File: src/rtl/reel_spinner_pkg.sv
// Shared definitions for the reel spinner and its neighbours.
//   - Symbol codes driven on each 3-bit reel field (BLANK = 0 plus seven symbols).
//   - FSM state encodings for the spinner.
//   - Galois LFSR feedback mask and single-step helper.
package reel_spinner_pkg;

    // Symbol codes consumed by the payout lookup
    localparam logic [2:0] SYM_BLANK   = 3'd0;
    localparam logic [2:0] SYM_CHERRY  = 3'd1;
    localparam logic [2:0] SYM_LEMON   = 3'd2;
    localparam logic [2:0] SYM_ORANGE  = 3'd3;
    localparam logic [2:0] SYM_PLUM    = 3'd4;
    localparam logic [2:0] SYM_BELL    = 3'd5;
    localparam logic [2:0] SYM_BAR     = 3'd6;
    localparam logic [2:0] SYM_SEVEN   = 3'd7;

    // Spinner FSM states
    localparam logic [1:0] ST_IDLE = 2'd0;
    localparam logic [1:0] ST_SPIN = 2'd1;
    localparam logic [1:0] ST_DONE = 2'd2;

    // 16-bit Galois LFSR feedback mask (maximal length, never reaches zero
    // from a nonzero seed)
    localparam logic [15:0] LFSR_MASK = 16'hB400;

    function automatic logic [15:0] lfsr_next(input logic [15:0] cur);
        logic [15:0] shifted;
        shifted = {1'b0, cur[15:1]};
        return cur[0] ? (shifted ^ LFSR_MASK) : shifted;
    endfunction

endpackage

File: src/rtl/reel_spinner_lfsr16.sv
// lfsr16: free-running 16-bit Galois LFSR, advances every clock.
//   clk   - system clock
//   reset - synchronous active-high, loads SEED
//   q     - current LFSR state
module lfsr16
    import reel_spinner_pkg::*;
#(
    parameter logic [15:0] SEED = 16'hACE1
) (
    input  logic        clk,
    input  logic        reset,
    output logic [15:0] q
);

    always_ff @(posedge clk) begin
        if (reset) begin
            q <= SEED;
        end else begin
            q <= lfsr_next(q);
        end
    end

endmodule

File: src/rtl/reel_spinner.sv
// reel_spinner: three-reel slot spinner.
// A spin request in IDLE loads a random step count per reel; all reels then
// advance together once every STEP_CYCLES clocks and stop in order
// reel0, reel1, reel2. A one-cycle done pulse marks final symbols.
//   clk         - system clock
//   reset       - synchronous active-high reset, aborts any spin
//   spin_req    - spin request, sampled only in IDLE
//   symbols     - {reel2, reel1, reel0} 3-bit symbol codes
//   reel_moving - bit i high while reel i has steps remaining
//   busy        - high while spinning
//   done        - one-cycle pulse, symbols are final
module reel_spinner
    import reel_spinner_pkg::*;
#(
    parameter int          STEP_CYCLES   = 4,
    parameter int          MIN_STEPS     = 24,
    parameter int          STAGGER_STEPS = 8,
    parameter logic [15:0] LFSR_SEED     = 16'hACE1
) (
    input  logic       clk,
    input  logic       reset,
    input  logic       spin_req,
    output logic [8:0] symbols,
    output logic [2:0] reel_moving,
    output logic       busy,
    output logic       done
);

    localparam int PW = $clog2(STEP_CYCLES);
    localparam logic [PW-1:0] PRESC_LAST = PW'(STEP_CYCLES - 1);

    localparam logic [7:0] BASE0 = 8'(MIN_STEPS);
    localparam logic [7:0] BASE1 = 8'(MIN_STEPS + STAGGER_STEPS);
    localparam logic [7:0] BASE2 = 8'(MIN_STEPS + 2 * STAGGER_STEPS);

    logic [1:0]      state;
    logic [PW-1:0]   presc;
    logic [2:0][7:0] rem;
    logic [2:0][2:0] sym;
    logic [15:0]     lfsr;
    logic            tick;

    // Only the low nine LFSR bits pick stop offsets
    logic unused_lfsr_bits;
    assign unused_lfsr_bits = ^lfsr[15:9];

    lfsr16 #(
        .SEED (LFSR_SEED)
    ) u_lfsr (
        .clk   (clk),
        .reset (reset),
        .q     (lfsr)
    );

    assign tick    = (presc == PRESC_LAST);
    assign symbols = sym;

    always_ff @(posedge clk) begin
        if (reset) begin
            state       <= ST_IDLE;
            presc       <= '0;
            rem         <= '0;
            sym         <= '0;
            reel_moving <= 3'b000;
            busy        <= 1'b0;
            done        <= 1'b0;
        end else begin
            case (state)
                ST_IDLE: begin
                    done <= 1'b0;
                    if (spin_req) begin
                        // Later reels get a larger base so the stop order is strict
                        rem[0]      <= BASE0 + {5'd0, lfsr[2:0]};
                        rem[1]      <= BASE1 + {5'd0, lfsr[5:3]};
                        rem[2]      <= BASE2 + {5'd0, lfsr[8:6]};
                        presc       <= '0;
                        state       <= ST_SPIN;
                        busy        <= 1'b1;
                        reel_moving <= 3'b111;
                    end
                end
                ST_SPIN: begin
                    presc <= tick ? '0 : presc + PW'(1);
                    if (tick) begin
                        for (int i = 0; i < 3; i++) begin
                            if (rem[i] != 8'd0) begin
                                sym[i] <= sym[i] + 3'd1;
                                rem[i] <= rem[i] - 8'd1;
                            end
                            // Moving after this tick only if more than one step was left
                            reel_moving[i] <= (rem[i] > 8'd1);
                        end
                        // reel2 always stops last, so its final step ends the spin
                        if (rem[2] == 8'd1) begin
                            state <= ST_DONE;
                            busy  <= 1'b0;
                            done  <= 1'b1;
                        end
                    end
                end
                ST_DONE: begin
                    done  <= 1'b0;
                    state <= ST_IDLE;
                end
                default: begin
                    state <= ST_IDLE;
                    busy  <= 1'b0;
                    done  <= 1'b0;
                end
            endcase
        end
    end

endmodule

File: config.mk
export PLATFORM = sky130hd
export DESIGN_NAME = reel_spinner
export DESIGN_NICKNAME = d
export VERILOG_FILES = /design/src/rtl/reel_spinner_pkg.sv /design/src/rtl/reel_spinner_lfsr16.sv /design/src/rtl/reel_spinner.sv
export SDC_FILE = /design/constraint.sdc
export NUM_CORES = 1
export LEC_CHECK = 0
export ABC_AREA = 1
export CAP_MARGIN = 20
export CORE_ASPECT_RATIO = 0.5
export CORE_MARGIN = 4
export CORE_UTILIZATION = 31
export DETAILED_ROUTE_END_ITERATION = 10
export GPL_TIMING_DRIVEN = 0
export SLEW_MARGIN = 20
export SYNTH_ARGS = -nofsm -noshare
export SYNTH_HDL_FRONTEND = slang
export SYNTH_HIERARCHICAL = 1
export SYNTH_SLANG_ARGS = --single-unit
File: constraint.sdc
create_clock -name clk -period 2.08 [get_ports clk]
set_clock_uncertainty 0.05 [all_clocks]
set_input_delay 0.208 -clock clk [delete_from_list [all_inputs] [get_ports clk]]
set_output_delay 0.208 -clock clk [all_outputs]
set_load 0.05 [all_outputs]
==> out/results.ini, run 1 <==
[cts]
ctsHoldBuffers=0
clkSlewWorstSetupHoldPaths_ns=0.05
root_buffer=clkbuf_16
post_cts_resized=0
worstSkewPairLatency_ns=0.33
numCtsBuffers=9
tritoncts=yes
cts_buffer_depth=2
h-tree-depth=3
cts.sinks=58
cts_setup_buffers=0

[drt]
wl_um=6493
viasPerCell=4.498
vias=2510
drcViolationCount=0
ant_nets=0
drt_iter0_markers=173
drtPass1Iterations=4
wl_per_cell_um=11.64

[synthesis]
synth-main-ff-cell=dfxtp_1
synth_top_area_share=0.4023
synth_edf_count=0
async_reset_ff_frac=0
synthTopCellsByCount=nand2_1, nor2_1, dfxtp_1, inv_1, a21oi_1
yosys-top-cells-area=dfxtp_1, nand2_1, nor2_1
synth_area_leader_cell=dfxtp_1
yosysWarningCount=6
synth_area_um2=2887
post_synth_inst_count=411
synth_seq_area_share=0.4023
avgSynthCellArea_um2=7.023
synthesis.nets=425
yosysMostFrequentCell=nand2_1
ys_types=31
yosys_register_bits=58

[power_and_ir_drop]
power_leakage_uw=0.001524
power_per_cell_area_nw_per_um2=897.0
combPwrFrac=0.183
seqPwrFrac=0.401
finalPower_uw=3092
p_sw_frac=0.2881
ir_drop_mv=0.3994
p_int_uw=2201
p_sw_uw=890.8
clockPowerShare=0.416

[placed_design]
gp_congestion=0.8212
port_buffers=16
pre_cts_slack_ns=0.002683
place_hpwl_um=4603

[final_layout]
final_nets=452
syn2layout_area_growth_pct=19.42
nFillCells=915
n_antenna_cell=0
drive_gt1_frac=0.08617

[timing]
maxSlewHeadroom=0.6307
period_minus_slack_ns=1.762
tightest_slew_ns=0.5540
setup_slack_ns=0.3177
hold_viol_final=0
max_freq_ghz=0.5675
fin_crit_sh=0.8472
rsz0062_at_grt=no
drv_slew=0
setup_viol_count_final=0

[global_routing]
grt_max_degree=11
grt_usage=0.1286
grt_overflow_total=0
grt_pass1_vias=2290
antenna_found_initial=0
grt_pass1_wl_um=11030

[min_path]
hold_path_class=flip-flop to flip-flop

[floorplanning]
die_x_um=144.5
rows=24
fp.dieArea_um2=11010
start_util=0.3247
core-area_um2=8889
fp.dieH_um=76.24
io-pin-count=17

[setup_path]
crit_path_start_kind=flip-flop
cp.required_ns=1.82
end_kind=primary output
worstPathArrival_ns=1.50
crit_path_max_fanout=4
crit_family=buffers and inverters
critical_path_class=flip-flop to primary output
cp_num_buf_inv=1
critical-path-max-stage-delay_ns=0.81
crit_slowest_cell=clkdlybuf4s50_1
worstPathCellList=clkdlybuf4s50_1

[run_status]
status=finished clean

[run]
drv_cap=0

==> placed cells by master, fill, tap and decap left out, types with 2 or more instances in the layout <==
cell             netlist  final
nand2_1               78     78
buf_6                  4      4
o21ai_0               24     24
clkbuf_16              0      9
nand2_4                2      2
dfxtp_1               58     58
nand3_2                3      3
nor2_1                72     72
inv_2                  5      5
nor2_4                 4      4
nand4_1                4      4
clkbuf_1               3      7
nand2_2                4      4
clkdlybuf4s50_1        0     16
o21ai_1                7      7
inv_1                 52     52
nor3_1                 4      4
ha_1                  11     11
nor2_2                 2      2
a21oi_1               30     30
nand3_1               28     28
or2_1                  5      5
==> power by group through the flow <==
stage	clock network (µW)	logic [µW]	registers (µW)
global route	1370	656	1250
CTS	1330	572	1240
finish	1290	566	1240
global placement	0	562	1260
floorplan	0	424	1270
detailed placement	0	568	1260
==> sequential cells by signal (all words and copies together) (netlist names) <==
signal and count:
rem 24, u_lfsr/q 16, symbols 9, reel_moving 3, presc 2, state 2
busy 1, done 1
==> logic make-up after synthesis <==
kind of cell / Yosys count / share of synthesized area
XOR/XNOR: 1 / 0.003035
adder cells (fa/ha/maj): 11 / 0.04768
buffers and inverters: 66 / 0.09666
AO/OA/AOI/OAI: 67 / 0.1244
flip-flops: 58 / 0.4023
AND/OR/NAND/NOR: 208 / 0.3260
==> path summary, 6_finish.rpt <==
kind	startpoint	endpoint	slack [ns]	cells past startpoint
worst max-delay path	symbols[3]	symbols[3]	0.32	1
worst min-delay path	u_lfsr/q[10]	u_lfsr/q[9]	0.35	2
worst max register to register	rem[0]	rem[5]	0.34	9
worst min register to register	u_lfsr/q[10]	u_lfsr/q[9]	0.35	2
==> area by class of cell <==
cell class	count	area [µm²]	area share
Buffer	9	65.06	0.01887
Inverter	57	214.0	0.06207
Tap cell	117	146.4	0.04247
Sequential cell	58	1161	0.3368
Multi-Input combinational cell	287	1446	0.4196
Clock buffer	14	254.0	0.07368
Timing Repair Buffer	16	160.2	0.04646
==> stage by stage <==
stage / instance area (µm²) / hold WS [ns] / instances / setup TNS, ns / util
after CTS: 3447 / 0.3528 / 558 / 0 / 0.3878
after floorplan: 2887 / 0.2578 / 411 / 0 / -
after global placement: 3193 / 0.3394 / 544 / -0.009183 / 0.3592
after detailed placement: 3193 / 0.3463 / 544 / 0 / 0.3592
after global routing: 3447 / 0.3921 / 558 / 0 / 0.3878
final: 3447 / 0.3508 / 558 / 0 / 0.3878
==> routing by layer <==
metal,GRT usage,wire length (µm)
met5,0,0
met4,0.05587,115
met3,0.04013,323
met2,0.1847,2775
met1,0.1758,3278
Power figures use the tool's default switching activity.
==> run 2, diff against run 1 <==
Clock period 2.08 ns to 1.67 ns, I/O delays scaled along.
==> out/results.ini, run 2 (synthesis gave the netlist of run 1 again) <==
[run_status]
status=finished clean

[final_layout]
largest_reg_flops=24  ; unchanged
layout_commonest_cell=nand2_1
n_antenna_cell=0  ; unchanged
final_core_util=0.3954  ; +0.007601
nFillCells=913  ; -0.22%
final_cells=560  ; +0.36%
syn2layout_area_growth_pct=21.76
layout_common_cells=nand2_1, nor2_1, dfxtp_1
final_nets=454  ; +0.44%
drive_gt1_frac=0.1219  ; +0.03573
regMostFlops=rem

[global_routing]
grt_overflow_total=0  ; unchanged
grt_pass1_vias=2288  ; -0.087%
grt_pass1_wl_um=11030  ; unchanged
grt_max_degree=11  ; unchanged
antenna_found_initial=0  ; unchanged
grt_usage=0.1287  ; +0.0001302

[power_and_ir_drop]
ir_drop_mv=0.4883  ; +22%
power_leakage_uw=0.001611  ; +5.8%
power_per_cell_area_nw_per_um2=1111  ; +24%
finalPower_uw=3904  ; +26%

[placed_design]
port_buffers=16  ; unchanged
dp.cells=544  ; unchanged
gp_congestion=0.8212  ; unchanged
place_hpwl_um=4603  ; unchanged

[cts]
ctsHoldBuffers=0  ; unchanged
clkSlewWorstSetupHoldPaths_ns=0.05  ; about the same
cts.sinks=58  ; unchanged
worstSkewPairLatency_ns=0.32  ; about the same
cts_buffer_depth=2  ; unchanged
root_buffer=clkbuf_16
numCtsBuffers=9  ; unchanged
h-tree-depth=3  ; unchanged
tritoncts=yes

[floorplanning]
core-area_um2=8889  ; unchanged
io-pin-count=17  ; unchanged
start_util=0.3247  ; unchanged
fp.dieArea_um2=11010  ; unchanged
fp.dieH_um=76.24  ; unchanged
rows=24  ; unchanged
die_x_um=144.5  ; unchanged

[drt]
drtPass1Iterations=4  ; unchanged
drt_iter0_markers=157  ; -9.2%
ant_nets=0  ; unchanged
wl_um=6638  ; +2.2%
drcViolationCount=0  ; unchanged
vias=2542  ; +1.3%
wl_per_cell_um=11.85  ; +1.9%
viasPerCell=4.539  ; +0.91%

[timing]
period_minus_slack_ns=1.549
maxSlewHeadroom=0.6604  ; +0.02970
fin_crit_sh=0.9274
drv_slew=0  ; unchanged
max_freq_ghz=0.6457
tightest_slew_ns=0.5115  ; -0.04252 ns
hold_viol_final=0  ; unchanged
setup_viol_count_final=0  ; unchanged
tns_ns=0  ; unchanged

[run]
drv_cap=0  ; unchanged

[setup_path]
worstPathArrival_ns=1.71  ; +0.21 ns
crit_path_start_kind=flip-flop
r2r_end=rem[5]
path_depth=9  ; +8
end_kind=flip-flop
worstRegToRegCells=9  ; unchanged
cp.required_ns=1.83  ; about the same
crit_family=simple AND/OR/NAND/NOR gates
reg2reg_from=rem[0]
r2r_setup_slack_ns=0.12  ; -0.22 ns
crit_path_max_fanout=9  ; +5
critical-path-max-stage-delay_ns=0.34  ; -0.47 ns
crit_top_cell=nor2_1
cp_num_buf_inv=1  ; unchanged
critical_path_class=flip-flop to flip-flop
crit_slowest_cell=dfxtp_1
worstPathCellList=inv_2 -> ha_2 -> nand3_4 -> nor2_4 -> nand2_1 -> nand2_4 -> nor2_1 -> nor2_1 -> nor2_1

[min_path]
hold_path_class=flip-flop to flip-flop
min_to=u_lfsr/q[9]
worstHoldPathCells=2  ; unchanged
min-delay-start=u_lfsr/q[10]

## run 2: timing repair
item / in CTS / in global routing
setup endpoints to repair: 38 / 37
gates cloned: 0 / 1
buffers inserted: 0 / 1
pin swaps: 1 / 7
gates resized for setup: 20 / 19
## run 2: worst max-delay path by stage
stage / start / end
floorplan: rem[0] / rem[5]
global placement: reset / state[1]
detailed placement: reset / rem[7]
CTS: rem[8] / rem[9]
global route: rem[0] / rem[5]
finish: rem[0] / rem[5]
## run 2: power by group
group          total [µW]  switching (µW)  internal (µW)
Sequential           1540            68.9           1470
Clock                1600             573           1030
Combinational         761             496            265
Total                3900            1140           2770
## run 2: worst min-delay path, delay by kind of cell, from the launching register on
kind / cells / cell delay, ns
AND/OR/NAND/NOR: 1 / 0.03
buffers and inverters: 1 / 0.04
flip-flops: 1 / 0.29
## run 2: per-stage QoR
step	instance area, µm²	hold slack, ns	worst slack (ns)
floorplan	2887	0.2168	0.2014
global placement	3193	0.3394	-0.3777
detailed placement	3193	0.3463	-0.3663
CTS	3447	0.3528	0.006681
global route	3515	0.3921	-0.01585
finish	3515	0.3508	0.1212
## run 2: final cells by class
type / count / area, µm² / area share
Tap cell: 117 / 146.4 / 0.04165
Inverter: 57 / 214.0 / 0.06088
Buffer: 9 / 70.07 / 0.01994
Multi-Input combinational cell: 288 / 1519 / 0.4322
Timing Repair Buffer: 17 / 150.1 / 0.04272
Sequential cell: 58 / 1161 / 0.3304
Clock buffer: 14 / 254.0 / 0.07227
## run 2: layer usage
metal | vias to the layer above | share of wire | global-route usage
met4 | 0 | 0.0086 | 0.05587
met3 | 6 | 0.041 | 0.04013
li1 | 1365 | - | -
met5 | - | 0 | 0
met2 | 39 | 0.44 | 0.1861
met1 | 1132 | 0.51 | 0.1751
==> run 3, diff against run 2 <==
Clock period 1.67 ns to 1.79 ns, I/O delays scaled along.
==> out/results.ini, run 3 (synthesis gave the netlist of run 1 again) <==
[run_status]
status=finished clean

[drt]
vias=2534  ; -0.31%
wl_per_cell_um=11.81  ; -0.41%
drcViolationCount=0  ; unchanged
drtPass1Iterations=4  ; unchanged
viasPerCell=4.525  ; -0.31%
drt_iter0_markers=126  ; -20%
wl_um=6611  ; -0.41%
ant_nets=0  ; unchanged

[power_and_ir_drop]
combPwrFrac=0.191  ; -0.004
p_sw_uw=1046  ; -8.1%
p_int_uw=2572  ; -7.0%
ir_drop_mv=0.4540  ; -7.0%
power_leakage_uw=0.001541  ; -4.4%
power_per_cell_area_nw_per_um2=1038  ; -6.6%
clockPowerShare=0.412  ; +0.002
p_sw_frac=0.2892  ; -0.002444
seqPwrFrac=0.398  ; +0.003

[placed_design]
port_buffers=16  ; unchanged
pre_cts_slack_ns=-0.2583  ; +0.1080 ns
place_area_um2=3193  ; unchanged
place_hpwl_um=4603  ; unchanged
gp_congestion=0.8212  ; unchanged

[global_routing]
grt_pass1_vias=2290  ; +0.087%
grt_max_degree=11  ; unchanged
antenna_found_initial=0  ; unchanged
grt_overflow_total=0  ; unchanged
grt_pass1_wl_um=11030  ; unchanged
grt_usage=0.1286  ; -0.0001302

[floorplanning]
io-pin-count=17  ; unchanged
start_util=0.3247  ; unchanged
rows=24  ; unchanged
fp.dieArea_um2=11010  ; unchanged
fp.dieH_um=76.24  ; unchanged
die_x_um=144.5  ; unchanged
core-area_um2=8889  ; unchanged

[cts]
root_buffer=clkbuf_16
numCtsBuffers=9  ; unchanged
cts_buffer_depth=2  ; unchanged
cts.sinks=58  ; unchanged
tritoncts=yes
worstSkewPairLatency_ns=0.32  ; about the same
h-tree-depth=3  ; unchanged
clkSlewWorstSetupHoldPaths_ns=0.05  ; about the same
ctsHoldBuffers=0  ; unchanged

[setup_path]
cp.required_ns=1.56  ; -0.27 ns
cp_num_buf_inv=1  ; unchanged
worstPathArrival_ns=1.50  ; -0.21 ns
r2r_end=rem[7]
crit_path_max_fanout=4  ; -5
worstRegToRegCells=9  ; unchanged
crit_path_start_kind=flip-flop
crit_slowest_cell=clkdlybuf4s50_1
end_kind=primary output
crit_end=symbols[3]
startpoint=symbols[3]
path_depth=1  ; -8
critical_path_class=flip-flop to primary output
crit_family=buffers and inverters
critical-path-max-stage-delay_ns=0.81  ; +0.47 ns
r2r_setup_slack_ns=0.14  ; +0.02 ns
reg2reg_from=rem[0]
worstPathCellList=clkdlybuf4s50_1

[final_layout]
regMostFlops=rem
layout_common_cells=nand2_1, nor2_1, dfxtp_1
drive_gt1_frac=0.1061  ; -0.01580
final_nets=454  ; unchanged
final_core_util=0.3923  ; -0.003097
largest_reg_flops=24  ; unchanged
stdcell_area_um2=3487  ; -0.78%
n_antenna_cell=0  ; unchanged
syn2layout_area_growth_pct=20.81
layout_commonest_cell=nand2_1
nFillCells=913  ; unchanged

[min_path]
min-delay-start=u_lfsr/q[10]
hold_path_class=flip-flop to flip-flop

[timing]
setup_viol_count_final=0  ; unchanged
rsz0062_at_grt=no
hold_viol_final=0  ; unchanged
setup_slack_ns=0.06121  ; -0.05999 ns
drv_slew=0  ; unchanged
period_minus_slack_ns=1.729
tightest_slew_ns=0.5781  ; +0.06667 ns
max_freq_ghz=0.5784
fin_crit_sh=0.9658
maxSlewHeadroom=0.6146  ; -0.04580
tns_ns=0  ; unchanged

[run]
drv_cap=0  ; unchanged

-- run 3: cell count changes in the layout (fill, tap and decap cells not counted), sizes merged --
cell / delta
dlygate4sd2: -14
clkbuf: +1
clkdlybuf4s50: +14
buf: -1
-- run 3: worst min path at each step --
stage                         endpoint  slack, ns  cells past startpoint
final                      u_lfsr/q[9]       0.35                      2
after floorplan           u_lfsr/q[11]       0.23                      1
after detailed placement   u_lfsr/q[9]       0.35                      2
after global placement     u_lfsr/q[8]       0.34                      2
after CTS                  u_lfsr/q[9]       0.35                      2
after global routing      u_lfsr/q[11]       0.39                      1
-- run 3: per-layer routing --
layer | GRT usage | wire, µm | vias up | part of all wire
met5 | 0 | 0 | - | 0
met4 | 0.05587 | 43 | 0 | 0.0065
met3 | 0.04013 | 338 | 4 | 0.051
met2 | 0.1847 | 2926 | 43 | 0.44
met1 | 0.1758 | 3302 | 1119 | 0.50
li1 | - | - | 1368 | -
-- run 3: power groups by stage --
stage | Sequential, µW | Clock, µW | Combinational [µW]
floorplan | 1480 | 0 | 493
global placement | 1460 | 0 | 653
detailed placement | 1460 | 0 | 660
CTS | 1440 | 1550 | 664
global route | 1450 | 1600 | 793
finish | 1440 | 1490 | 690
-- run 3: layout make-up --
| cell class | count | area [µm²] | area share |
|---|---|---|---|
| sequential | 58 | 1161 | 0.3330 |
| multi-input combinational | 288 | 1476 | 0.4234 |
| tap | 117 | 146.4 | 0.04198 |
| clock buffer | 14 | 254.0 | 0.07284 |
| buffer | 9 | 67.56 | 0.01938 |
| timing repair buffer | 17 | 167.7 | 0.04808 |
| inverter | 57 | 214.0 | 0.06136 |
-- run 3: through the flow --
stage               power (µW)  hold WS, ns  cells
floorplan                 1968       0.2288    411
global placement          2116       0.3394    544
detailed placement        2123       0.3463    544
CTS                       3653       0.3528    558
global route              3840       0.3921    560
finish                    3619       0.3508    560
-- run 3: timing repair --
item                       in CTS  in global routing
setup endpoints to repair       0                 35
buffers inserted                0                  1
resized for setup               0                 11
